**src/rtl/llki_pkg.sv**
```systemverilog
// Shared types and constants for the LLKI technique-specific shim key-load logic.
package llki_pkg;

  typedef enum logic [2:0] {
    IDLE       = 3'd0,
    LOAD_WAIT  = 3'd1,
    WAIT_NEXT  = 3'd2,
    LOADED     = 3'd3,
    CLEAR      = 3'd4,
    CLEAR_WAIT = 3'd5
  } TSS_KEYLOAD_STATE_TYPE;

  localparam int DEFAULT_LOAD_WAIT_CYCLES  = 4;
  localparam int DEFAULT_CLEAR_WAIT_CYCLES = 8;

  // Maps the arrival index of a key word to its 64-bit slot in the key register.
  function automatic int key_slot(input int idx, input int key_words, input bit msw_first);
    return msw_first ? (key_words - 1 - idx) : idx;
  endfunction

endpackage

```
**src/rtl/llki_tss_keyload_fsm_if.sv**
```systemverilog
// LLKI discrete key-load interface between the SRoT (master) and a shim (slave).
interface llki_tss_keyload_fsm_if #(
  parameter int KEY_WORDS = 2
);

  // A key word transfers on any clk edge where llkid_key_valid and
  // llkid_key_ready are both high; the master holds data stable while valid.
  logic [63:0]             llkid_key_data;
  logic                    llkid_key_valid;
  logic                    llkid_key_ready;
  logic                    llkid_key_complete;
  logic                    llkid_clear_key;
  logic                    llkid_clear_key_ack;
  logic [64*KEY_WORDS-1:0] llkid_key_register;

  modport master (
    output llkid_key_data, llkid_key_valid, llkid_clear_key,
    input  llkid_key_ready, llkid_key_complete, llkid_clear_key_ack, llkid_key_register
  );

  modport slave (
    input  llkid_key_data, llkid_key_valid, llkid_clear_key,
    output llkid_key_ready, llkid_key_complete, llkid_clear_key_ack, llkid_key_register
  );

endinterface

```
**src/rtl/llki_wait_counter.sv**
```systemverilog
// 8-bit loadable down-counter; holds at zero once it gets there.
module llki_wait_counter (
  input  logic       clk,
  input  logic       rst_n,
  input  logic       load,
  input  logic [7:0] load_value,
  input  logic       enable,
  output logic       zero
);

  logic [7:0] count;

  always_ff @(posedge clk) begin
    if (!rst_n) begin
      count <= 8'd0;
    end else if (load) begin
      count <= load_value;
    end else if (enable && (count != 8'd0)) begin
      count <= count - 8'd1;
    end
  end

  assign zero = (count == 8'd0);

endmodule

```
**src/rtl/llki_tss_keyload_fsm.sv**
```systemverilog
// Key-load state machine for the LLKI technique-specific shim: assembles key words,
// holds the loaded key, flags overloads and runs the clear/ack handshake.
module llki_tss_keyload_fsm
  import llki_pkg::*;
#(
  parameter int KEY_WORDS         = 2,
  parameter int LOAD_WAIT_CYCLES  = DEFAULT_LOAD_WAIT_CYCLES,
  parameter int CLEAR_WAIT_CYCLES = DEFAULT_CLEAR_WAIT_CYCLES,
  parameter int LOAD_MSW_FIRST    = 0
) (
  input  logic                  clk,
  input  logic                  rst_n,
  llki_tss_keyload_fsm_if.slave llkid,
  output logic                  key_error,
  output logic [7:0]            word_count,
  output TSS_KEYLOAD_STATE_TYPE fsm_state
);

  localparam logic [7:0] KEY_WORDS_8 = 8'(KEY_WORDS);

  logic                    ready;
  logic                    complete;
  logic                    ack;
  logic                    clear_armed;
  logic [64*KEY_WORDS-1:0] key_reg;

  logic       clear_hit;
  logic       accept;
  int         wr_slot;
  logic       cnt_load;
  logic [7:0] cnt_load_value;
  logic       cnt_enable;
  logic       cnt_zero;

  // Clear is ignored while one is already in progress so a held request cannot restart it.
  always_comb begin
    clear_hit = clear_armed && llkid.llkid_clear_key &&
                (fsm_state != CLEAR) && (fsm_state != CLEAR_WAIT);
    accept    = llkid.llkid_key_valid && ready && !(clear_armed && llkid.llkid_clear_key);
    wr_slot   = key_slot((fsm_state == IDLE) ? 0 : int'(word_count), KEY_WORDS,
                         LOAD_MSW_FIRST != 0);
    cnt_load  = (accept && ((fsm_state == IDLE) || (fsm_state == WAIT_NEXT))) ||
                (fsm_state == CLEAR);
    cnt_load_value = (fsm_state == CLEAR) ? 8'(CLEAR_WAIT_CYCLES) : 8'(LOAD_WAIT_CYCLES);
    cnt_enable     = (fsm_state == LOAD_WAIT) || (fsm_state == CLEAR_WAIT);
  end

  llki_wait_counter u_wait_counter (
    .clk        (clk),
    .rst_n      (rst_n),
    .load       (cnt_load),
    .load_value (cnt_load_value),
    .enable     (cnt_enable),
    .zero       (cnt_zero)
  );

  always_ff @(posedge clk) begin
    if (!rst_n) begin
      fsm_state   <= IDLE;
      ready       <= 1'b1;
      complete    <= 1'b0;
      ack         <= 1'b0;
      key_reg     <= '0;
      key_error   <= 1'b0;
      word_count  <= 8'd0;
      clear_armed <= 1'b1;
    end else begin
      ack <= 1'b0;
      if (!llkid.llkid_clear_key) begin
        clear_armed <= 1'b1;
      end
      if (clear_hit) begin
        fsm_state  <= CLEAR;
        ready      <= 1'b0;
        complete   <= 1'b0;
        key_reg    <= '0;
        key_error  <= 1'b0;
        word_count <= 8'd0;
      end else begin
        case (fsm_state)
          IDLE, WAIT_NEXT: begin
            if (accept) begin
              key_reg[64*wr_slot +: 64] <= llkid.llkid_key_data;
              word_count <= word_count + 8'd1;
              fsm_state  <= LOAD_WAIT;
              ready      <= 1'b0;
            end
          end
          LOAD_WAIT: begin
            if (cnt_zero) begin
              ready <= 1'b1;
              if (word_count == KEY_WORDS_8) begin
                fsm_state <= LOADED;
                complete  <= 1'b1;
              end else begin
                fsm_state <= WAIT_NEXT;
              end
            end
          end
          LOADED: begin
            if (accept) begin
              key_error <= 1'b1;
            end
          end
          CLEAR: begin
            fsm_state <= CLEAR_WAIT;
          end
          CLEAR_WAIT: begin
            // Disarm on exit: the requester must drop clear before another is honoured.
            if (cnt_zero) begin
              fsm_state   <= IDLE;
              ready       <= 1'b1;
              ack         <= 1'b1;
              clear_armed <= 1'b0;
            end
          end
          default: begin
            fsm_state   <= IDLE;
            ready       <= 1'b1;
            complete    <= 1'b0;
            key_reg     <= '0;
            key_error   <= 1'b0;
            word_count  <= 8'd0;
            clear_armed <= 1'b1;
          end
        endcase
      end
    end
  end

  assign llkid.llkid_key_ready     = ready;
  assign llkid.llkid_key_complete  = complete;
  assign llkid.llkid_clear_key_ack = ack;
  assign llkid.llkid_key_register  = key_reg;

endmodule

```
**src/flat_wrapper.sv**
```systemverilog
// flat-port wrapper written by rule: the top's interface ports become plain ports
module llki_tss_keyload_fsm_flat import llki_pkg::*;
#(
  parameter int KEY_WORDS         = 2,
  parameter int LOAD_WAIT_CYCLES  = DEFAULT_LOAD_WAIT_CYCLES,
  parameter int CLEAR_WAIT_CYCLES = DEFAULT_CLEAR_WAIT_CYCLES,
  parameter int LOAD_MSW_FIRST    = 0
)
  (clk, rst_n, key_error, word_count, fsm_state, llkid_llkid_key_data, llkid_llkid_key_valid, llkid_llkid_clear_key, llkid_llkid_key_ready, llkid_llkid_key_complete, llkid_llkid_clear_key_ack, llkid_llkid_key_register);
  llki_tss_keyload_fsm_if #(.KEY_WORDS(KEY_WORDS)) llkid_i ();
  input  logic clk;
  input  logic rst_n;
  output logic key_error;
  output logic [7:0] word_count;
  output TSS_KEYLOAD_STATE_TYPE fsm_state;
  input wire logic [$bits(llkid_i.llkid_key_data)-1:0] llkid_llkid_key_data;
  input wire logic [$bits(llkid_i.llkid_key_valid)-1:0] llkid_llkid_key_valid;
  input wire logic [$bits(llkid_i.llkid_clear_key)-1:0] llkid_llkid_clear_key;
  output wire logic [$bits(llkid_i.llkid_key_ready)-1:0] llkid_llkid_key_ready;
  output wire logic [$bits(llkid_i.llkid_key_complete)-1:0] llkid_llkid_key_complete;
  output wire logic [$bits(llkid_i.llkid_clear_key_ack)-1:0] llkid_llkid_clear_key_ack;
  output wire logic [$bits(llkid_i.llkid_key_register)-1:0] llkid_llkid_key_register;
  assign llkid_i.llkid_key_data = llkid_llkid_key_data;
  assign llkid_i.llkid_key_valid = llkid_llkid_key_valid;
  assign llkid_i.llkid_clear_key = llkid_llkid_clear_key;
  assign llkid_llkid_key_ready = llkid_i.llkid_key_ready;
  assign llkid_llkid_key_complete = llkid_i.llkid_key_complete;
  assign llkid_llkid_clear_key_ack = llkid_i.llkid_clear_key_ack;
  assign llkid_llkid_key_register = llkid_i.llkid_key_register;
  llki_tss_keyload_fsm #(.KEY_WORDS(KEY_WORDS), .LOAD_WAIT_CYCLES(LOAD_WAIT_CYCLES), .CLEAR_WAIT_CYCLES(CLEAR_WAIT_CYCLES), .LOAD_MSW_FIRST(LOAD_MSW_FIRST)) u_core (.clk(clk), .rst_n(rst_n), .llkid(llkid_i), .key_error(key_error), .word_count(word_count), .fsm_state(fsm_state));
endmodule
```
**config.mk**
```make
export PLATFORM = sky130hd
export DESIGN_NAME = llki_tss_keyload_fsm_flat
export DESIGN_NICKNAME = d
export VERILOG_FILES = /design/src/rtl/llki_pkg.sv /design/src/rtl/llki_tss_keyload_fsm_if.sv /design/src/rtl/llki_wait_counter.sv /design/src/rtl/llki_tss_keyload_fsm.sv /design/src/flat_wrapper.sv
export SDC_FILE = /design/constraint.sdc
export NUM_CORES = 1
export LEC_CHECK = 0
export CORE_ASPECT_RATIO = 2
export CORE_UTILIZATION = 40
export DETAILED_ROUTE_END_ITERATION = 12
export GPL_ROUTABILITY_DRIVEN = 1
export PLACE_DENSITY_LB_ADDON = 0.25
export SKIP_LAST_GASP = 1
export SYNTH_ARGS = -nofsm -noshare
export SYNTH_HDL_FRONTEND = slang
export SYNTH_SLANG_ARGS = --single-unit
```
**constraint.sdc**
```tcl
create_clock -name clk -period 3 [get_ports clk]
set_input_delay 0.6 -clock clk [delete_from_list [all_inputs] [get_ports clk]]
set_output_delay 0.6 -clock clk [all_outputs]
set_load 0.05 [all_outputs]
```
**After elaboration in Yosys (flattened, before gate mapping)**

Index checks and enable logic that the tools add are counted.

- Equality and inequality tests: 19
- $add $sub $neg: 3
- Multiplexer cells: 29
- $mul: 0
- Div/mod/pow operators: 0
- Bitwise operators: 6
- Shift-type cells: 2
- Order comparisons: 0
- Reductions and logical operators: 30

Operators with widths:

| operator | number |
|---|---|
| $pmux 128 s2 | 1 |
| $bwmux 128 | 1 |
| $mux 128 | 1 |
| $shift 64x33->128 const A | 1 |
| $shiftx 64x33->128 | 1 |
| $neg 32->33 | 1 |
| $mux 8 | 4 |
| $pmux 8 s2 | 1 |
| $pmux 3 s5 | 1 |
| $reduce_or 5->1 | 3 |
| $mux 3 | 4 |
| $ne 2x1->1 const B | 6 |
| $ne 3x1->1 const B | 4 |
| $mux 1 | 11 |
| $add 8x1->8 const B | 1 |
| $eq 8x2->1 const B | 1 |
| $logic_not 8->1 | 1 |
| $reduce_and 4->1 | 2 |
| $reduce_bool 8->1 | 1 |
| $reduce_or 2->1 | 4 |
| $sub 8x1->8 const B | 1 |
| $logic_and 1x1->1 | 7 |
| $eq 3x2->1 const B | 2 |
| $eq 3x3->1 const B | 2 |
| other kinds (15) | 27 |

- Output and inout bits: 143
- Logic and storage cells: 99
- Register bits after elaboration: 152
- Memory bits (writable): 0
- Bits in latches: 0
- Bits in read-only memories: 0
- Memories: 0

**Logic depth before layout (Yosys ltp)**

- Depth in word-level cells: 7
- Depth in mapped cells: 11
- Depth with buffers taken out: 8

**Cells and area by module**

From an unflattened synthesis, not the netlist that was laid out.

- Cell total of the unflattened synthesis: 622
- Area, all modules: 5,726.7 µm²

By module, submodules not included:

| module | area an instance (µm²) | instances | seq. area each (µm²) | cells an instance |
|---|---|---|---|---|
| llki_tss_keyload_fsm | 5,215.0 | 1 | 2,882.8 | 563 |
| llki_wait_counter | 511.7 | 1 | 160.2 | 59 |

**Least setup slack after synthesis**

No wires, ideal clock.

- Path type: flip-flop to flip-flop
- Start point: register u_core.fsm_state[2]
- End point: register u_core.key_reg[67], in the netlist u_core.llkid.llkid_key_register[67]
- Stages on the path, launching flop included: 12
- Path slack: 45 ps
- Setup time: 72 ps
- Data arrival time: 2,884 ps
- Path buffers: 3
- Data required time: 2,928 ps
- Period minus slack after synthesis: 2,955 ps
- Cell sequence: dfxtp_1 buf_6 or3_2 nand2_1 ha_1 nand2b_1 nand3b_1 or4_1 a311oi_2 buf_6 buf_8 mux2i_1

- Word-level cells in the longest chain between the ends: 7
- Elaborated cells on any way between the ends: 23

RTL lines:

| element | line | text |
|---|---|---|
| from (decl) | llki_tss_keyload_fsm.sv:16 | `output TSS_KEYLOAD_STATE_TYPE fsm_state` |
| from (signal assigned) | llki_tss_keyload_fsm.sv:59 | `fsm_state <= IDLE;` |
| from (signal assigned) | llki_tss_keyload_fsm.sv:73 | `fsm_state <= CLEAR;` |
| from (signal assigned) | llki_tss_keyload_fsm.sv:85 | `fsm_state <= LOAD_WAIT;` |
| $logic_not 3->1 | llki_tss_keyload_fsm.sv:40, llki_tss_keyload_fsm.sv:80 |  |
| $mux 8 | llki_tss_keyload_fsm.sv:40 | `wr_slot = key_slot((fsm_state == IDLE) ? 0 : int'(word_count), KEY_WORDS,` |
| $neg 32->33 | llki_tss_keyload_fsm.sv:83 | `key_reg[64*wr_slot +: 64] <= llkid.llkid_key_data;` |
| $shiftx 64x33->128 / $shift 64x33->128 (equally long branches) | llki_tss_keyload_fsm.sv:83 |  |
| $bwmux 128 | llki_tss_keyload_fsm.sv:83 |  |
| $mux 128 | llki_tss_keyload_fsm.sv:82 | `if (accept) begin` |
| $pmux 128 s2 | llki_tss_keyload_fsm.sv:80 | `case (fsm_state)` |
| to (signal, indexed assignment) | llki_tss_keyload_fsm.sv:83 |  |
| to (decl) | llki_tss_keyload_fsm.sv:25 | `logic [64*KEY_WORDS-1:0] key_reg;` |

Parallel ways exist; a longest one is shown, timed or not. The select of a mux whose other input is x is not followed.
A chain may end at the register's enable or synchronous reset.

**Worst setup path after layout**

- Start point: register u_core.fsm_state[1]
- End point: register u_core.key_reg[107], in the netlist u_core.llkid.llkid_key_register[107]

Same word-level chain as after synthesis.

==> out/results.env <==
WORST_SETUP_HOLD_PATH_CLK_SLEW_NS=0.06
NUM_IO_PINS=211
HOLD_VIOLATIONS=0
CLOCK_PATH_BUFFERS=2
CRIT_PATH_START_KIND='register'
FF2FF_SETUP_SLACK_NS=0.13
LARGEST_DRIVER_FANOUT_ON_THE_CRITICAL_PATH=36
POST_DRT_WL_PER_CELL_UM=15.8
SYNTH_EDF_COUNT=0
LAYOUT.FILLER_CELLS=1332
MAXSLEWHEADROOM_PCT=43.6
SKEW_NS=0.00751
POST-CTS-SETUP-BUFFER-COUNT=0
SYNTH_AREA_UM2=6270
DIE_HEIGHT_UM=179
CTS_HOLD_BUF=0
DIE_X_UM=90.5
DRIVE_ABOVE_1_SHARE_PCT=6.86
GPL.FINAL_WEIGHTED_CONGESTION=0.815
NETLIST_CELL_TYPES=48
INITIAL_STANDARD_CELL_UTILIZATION_OF_THE_CORE_PCT=41.0
HTREEDEPTH=4
GRT_MAX_DEGREE=130
DRV.MAX_CAP_VIOLATION_COUNT=0
SETUP-VIOLATIONS-FINAL=0
GLOBAL_ROUTING_USAGE_SUMMED_ACROSS_ALL_ROUTING_LAYERS_PCT=20.9
INSERTION_DELAY_NS=0.42
REPORT.FINAL.SLEW_VIOL_COUNT=0
DETAIL-ROUTE-ANTENNA-NETS=0
SETUP_WS_NS=0.135
DETAILEDPLACEMENTHPWL_UM=12100
GRT_PASS1_WL_UM=26500
SYN_TO_FINAL_GROWTH_PCT=45.5
POWER.DENSITY_nW_PER_UM2=538
PEAKVDDDROP_V=0.000399
ASYNC_RESET_FF_SHARE_PCT=0
ROUTE.DETAILED.DRC=0
FINAL.SETUP.TNS_NS=0
LEAKAGEPOWER_nW=3.58
WORST_SETUP_PATH_END_KIND='register'
POST-PLACE-WS_NS=0.0448
NET_COUNT_OF_THE_FINISHED_LAYOUT=938
POSTROUTEWIRELENGTH_UM=17000
SYN-NUM-NETS=727
NUMBER_OF_GLOBAL_ROUTE_VIAS_BEFORE_REPAIR=5522
VIA_PER_INST=4.96
HOLD_CLASS='reg2reg'
VIA_COUNT=5326
FINAL.MIN_CLOCK_PERIOD_NS=2.87
SYNTHESIS.INSTANCES=653
CTS_RESIZED=0
DETAIL_ROUTE.FIRST_PASS.ITERATIONS=4
NUMBER_OF_SYNTHESIZED_REGISTER_BITS=152
DIE_AREA_UM2=16200
AVGSYNTHCELLAREA_UM2=9.60
INSERTEDDIODECOUNT=0
GRT.OVERFLOW.TOTAL=0
TIMING.CRITICAL_PATH.ARRIVAL_NS=3.21
UNREPAIRED_SETUP_ENDPOINTS_AFTER_GLOBAL_ROUTING='false'
ANTENNA_VIOLATIONS_BEFORE_REPAIR=0
CORE_AREA_UM2=15300
MAX_SLEW.WORST_PIN.SLEW_NS=0.846
SYNTH_WARNINGS=0
MIN_PERIOD_OVER_PERIOD_PCT=95.5
YOSYS_MOST_USED_DFF='dfxtp_1'
DRT_ITER0_MARKERS=182
CTS_TREE='yes'
RUN_STATUS='completed'
ROWS=64
CLOCKROOTBUFFER='clkbuf_16'
TIMING.SETUP.CRITICAL_PATH_CLASS='reg2reg'
WORST-ENDPOINT-REQUIRED_NS=3.34
PLACE.PORT_BUFFERS=210
CTS_BUFFERS=17
MAX_FREQ_MHz=349
SYNTH_SEQUENTIAL_AREA_RATIO_PCT=48.5
CTS.SINKS=152
## cells in the mapped netlist (3+ instances only)
cell,count,area (um2)
inv_1,5,18.8
nand4b_1,5,43.8
a211oi_1,4,30.0
buf_12,6,120
nor2_1,30,113
nor4_1,3,18.8
buf_8,7,105
ha_1,6,75.1
nor3_1,5,25.0
xnor2_1,5,43.8
a31oi_1,3,18.8
o21ai_0,7,35.0
nand3_1,4,20.0
nand2b_1,5,31.3
mux2i_1,129,1290
a21oi_1,4,20.0
nand2_1,210,788
clkbuf_1,23,86.3
xor2_1,6,52.6
dfxtp_1,152,3040
## per-stage QoR
stage	util [%]	area (um2)	hold WS (ns)	cells	power (mW)
final	59.6	9120	0.457	1073	4.91
after global routing	59.6	9120	0.476	1073	5.08
after CTS	59.6	9120	0.458	1073	4.95
after detailed placement	55.7	8520	0.448	1043	2.77
after global placement	55.7	8520	0.442	1043	2.76
after floorplan	-	6270	0.471	653	2.54
## power breakdown
part	internal [mW]	switching (mW)	total, mW
clock network	1.34	0.833	2.18
logic	0.257	0.379	0.636
registers	2.06	0.0313	2.09
## placed cells by master, fill, tap and decap left out, drive strengths merged, types with 5 or more instances in the layout
| master | count |
|---|---|
| nand3 | 5 |
| nand2b | 5 |
| o21ai | 7 |
| nand4b | 5 |
| buf | 22 |
| nor2 | 31 |
| nor3 | 5 |
| mux2i | 129 |
| xnor2 | 5 |
| xor2 | 6 |
| inv | 6 |
| dfxtp | 152 |
| clkdlybuf4s50 | 210 |
| nand2 | 211 |
| clkbuf | 19 |
| ha | 6 |
## cell families (layout without fill, tap and decap cells)
logic type / after synthesis / in the layout / synth area share (%)
muxes: 129 / 129 / 20.6
AOI/OAI and AO/OA: 31 / 31 / 3.49
adders and majority gates: 6 / 6 / 1.20
buffers and inverters: 45 / 267 / 5.81
and+or+nand+nor: 279 / 279 / 18.8
DFF: 152 / 152 / 48.5
xor gates and xnor gates: 11 / 11 / 1.54
## area by class of cell
cell class | count | area (um2) | area share [%]
flip-flops and latches | 152 | 3040 | 33.4
multi-input cells | 456 | 2880 | 31.6
repair buffers | 232 | 2330 | 25.5
clock buffers | 19 | 453 | 4.97
well taps | 198 | 248 | 2.72
clock inverters | 11 | 148 | 1.62
inverters | 5 | 18.8 | 0.206
## critical path, cell delays in order (launching register included)
cell      delay [ns]
dfxtp_1         0.37
or3_2           0.50
nand2_1         0.11
ha_1            0.17
nand2b_1        0.13
nand3b_1        0.07
or4_1           0.52
a311oi_4        0.34
buf_12          0.30
mux2i_1         0.23
## registers in the layout (all words and copies together), names as in the netlist
register,flops
u_core.clear_armed,1
u_core.word_count,8
u_core.llkid.llkid_key_complete,1
u_core.u_wait_counter.count,8
u_core.fsm_state,3
u_core.llkid.llkid_key_register,128
u_core.key_error,1
u_core.llkid.llkid_clear_key_ack,1
u_core.llkid.llkid_key_ready,1
## routing by layer
| metal | routed length (um) | vias up | track usage [%] | part of all wire [%] |
|---|---|---|---|---|
| met2 | 9610 | 179 | 41.6 | 57 |
| met3 | 698 | 30 | 3.90 | 4.1 |
| met1 | 6170 | 2521 | 20.3 | 36 |
| met4 | 479 | 0 | 9.88 | 2.8 |
| li1 | - | 2596 | - | - |
| met5 | 0 | - | 0 | 0 |
## worst paths after layout
path / start / to / depth (start not counted)
setup reg to reg: u_core.fsm_state[1]$_SDFFE_PP0P_ / u_core.llkid.llkid_key_register[107]$_SDFFE_PP0P_ / 9
hold / removal: u_core.llkid.llkid_key_register[110]$_SDFFE_PP0P_ / u_core.llkid.llkid_key_register[110]$_SDFFE_PP0P_ / 2
hold reg to reg: u_core.llkid.llkid_key_register[110]$_SDFFE_PP0P_ / u_core.llkid.llkid_key_register[110]$_SDFFE_PP0P_ / 2
setup / recovery: u_core.fsm_state[1]$_SDFFE_PP0P_ / u_core.llkid.llkid_key_register[107]$_SDFFE_PP0P_ / 9
(Power assumes the default switching activity.)
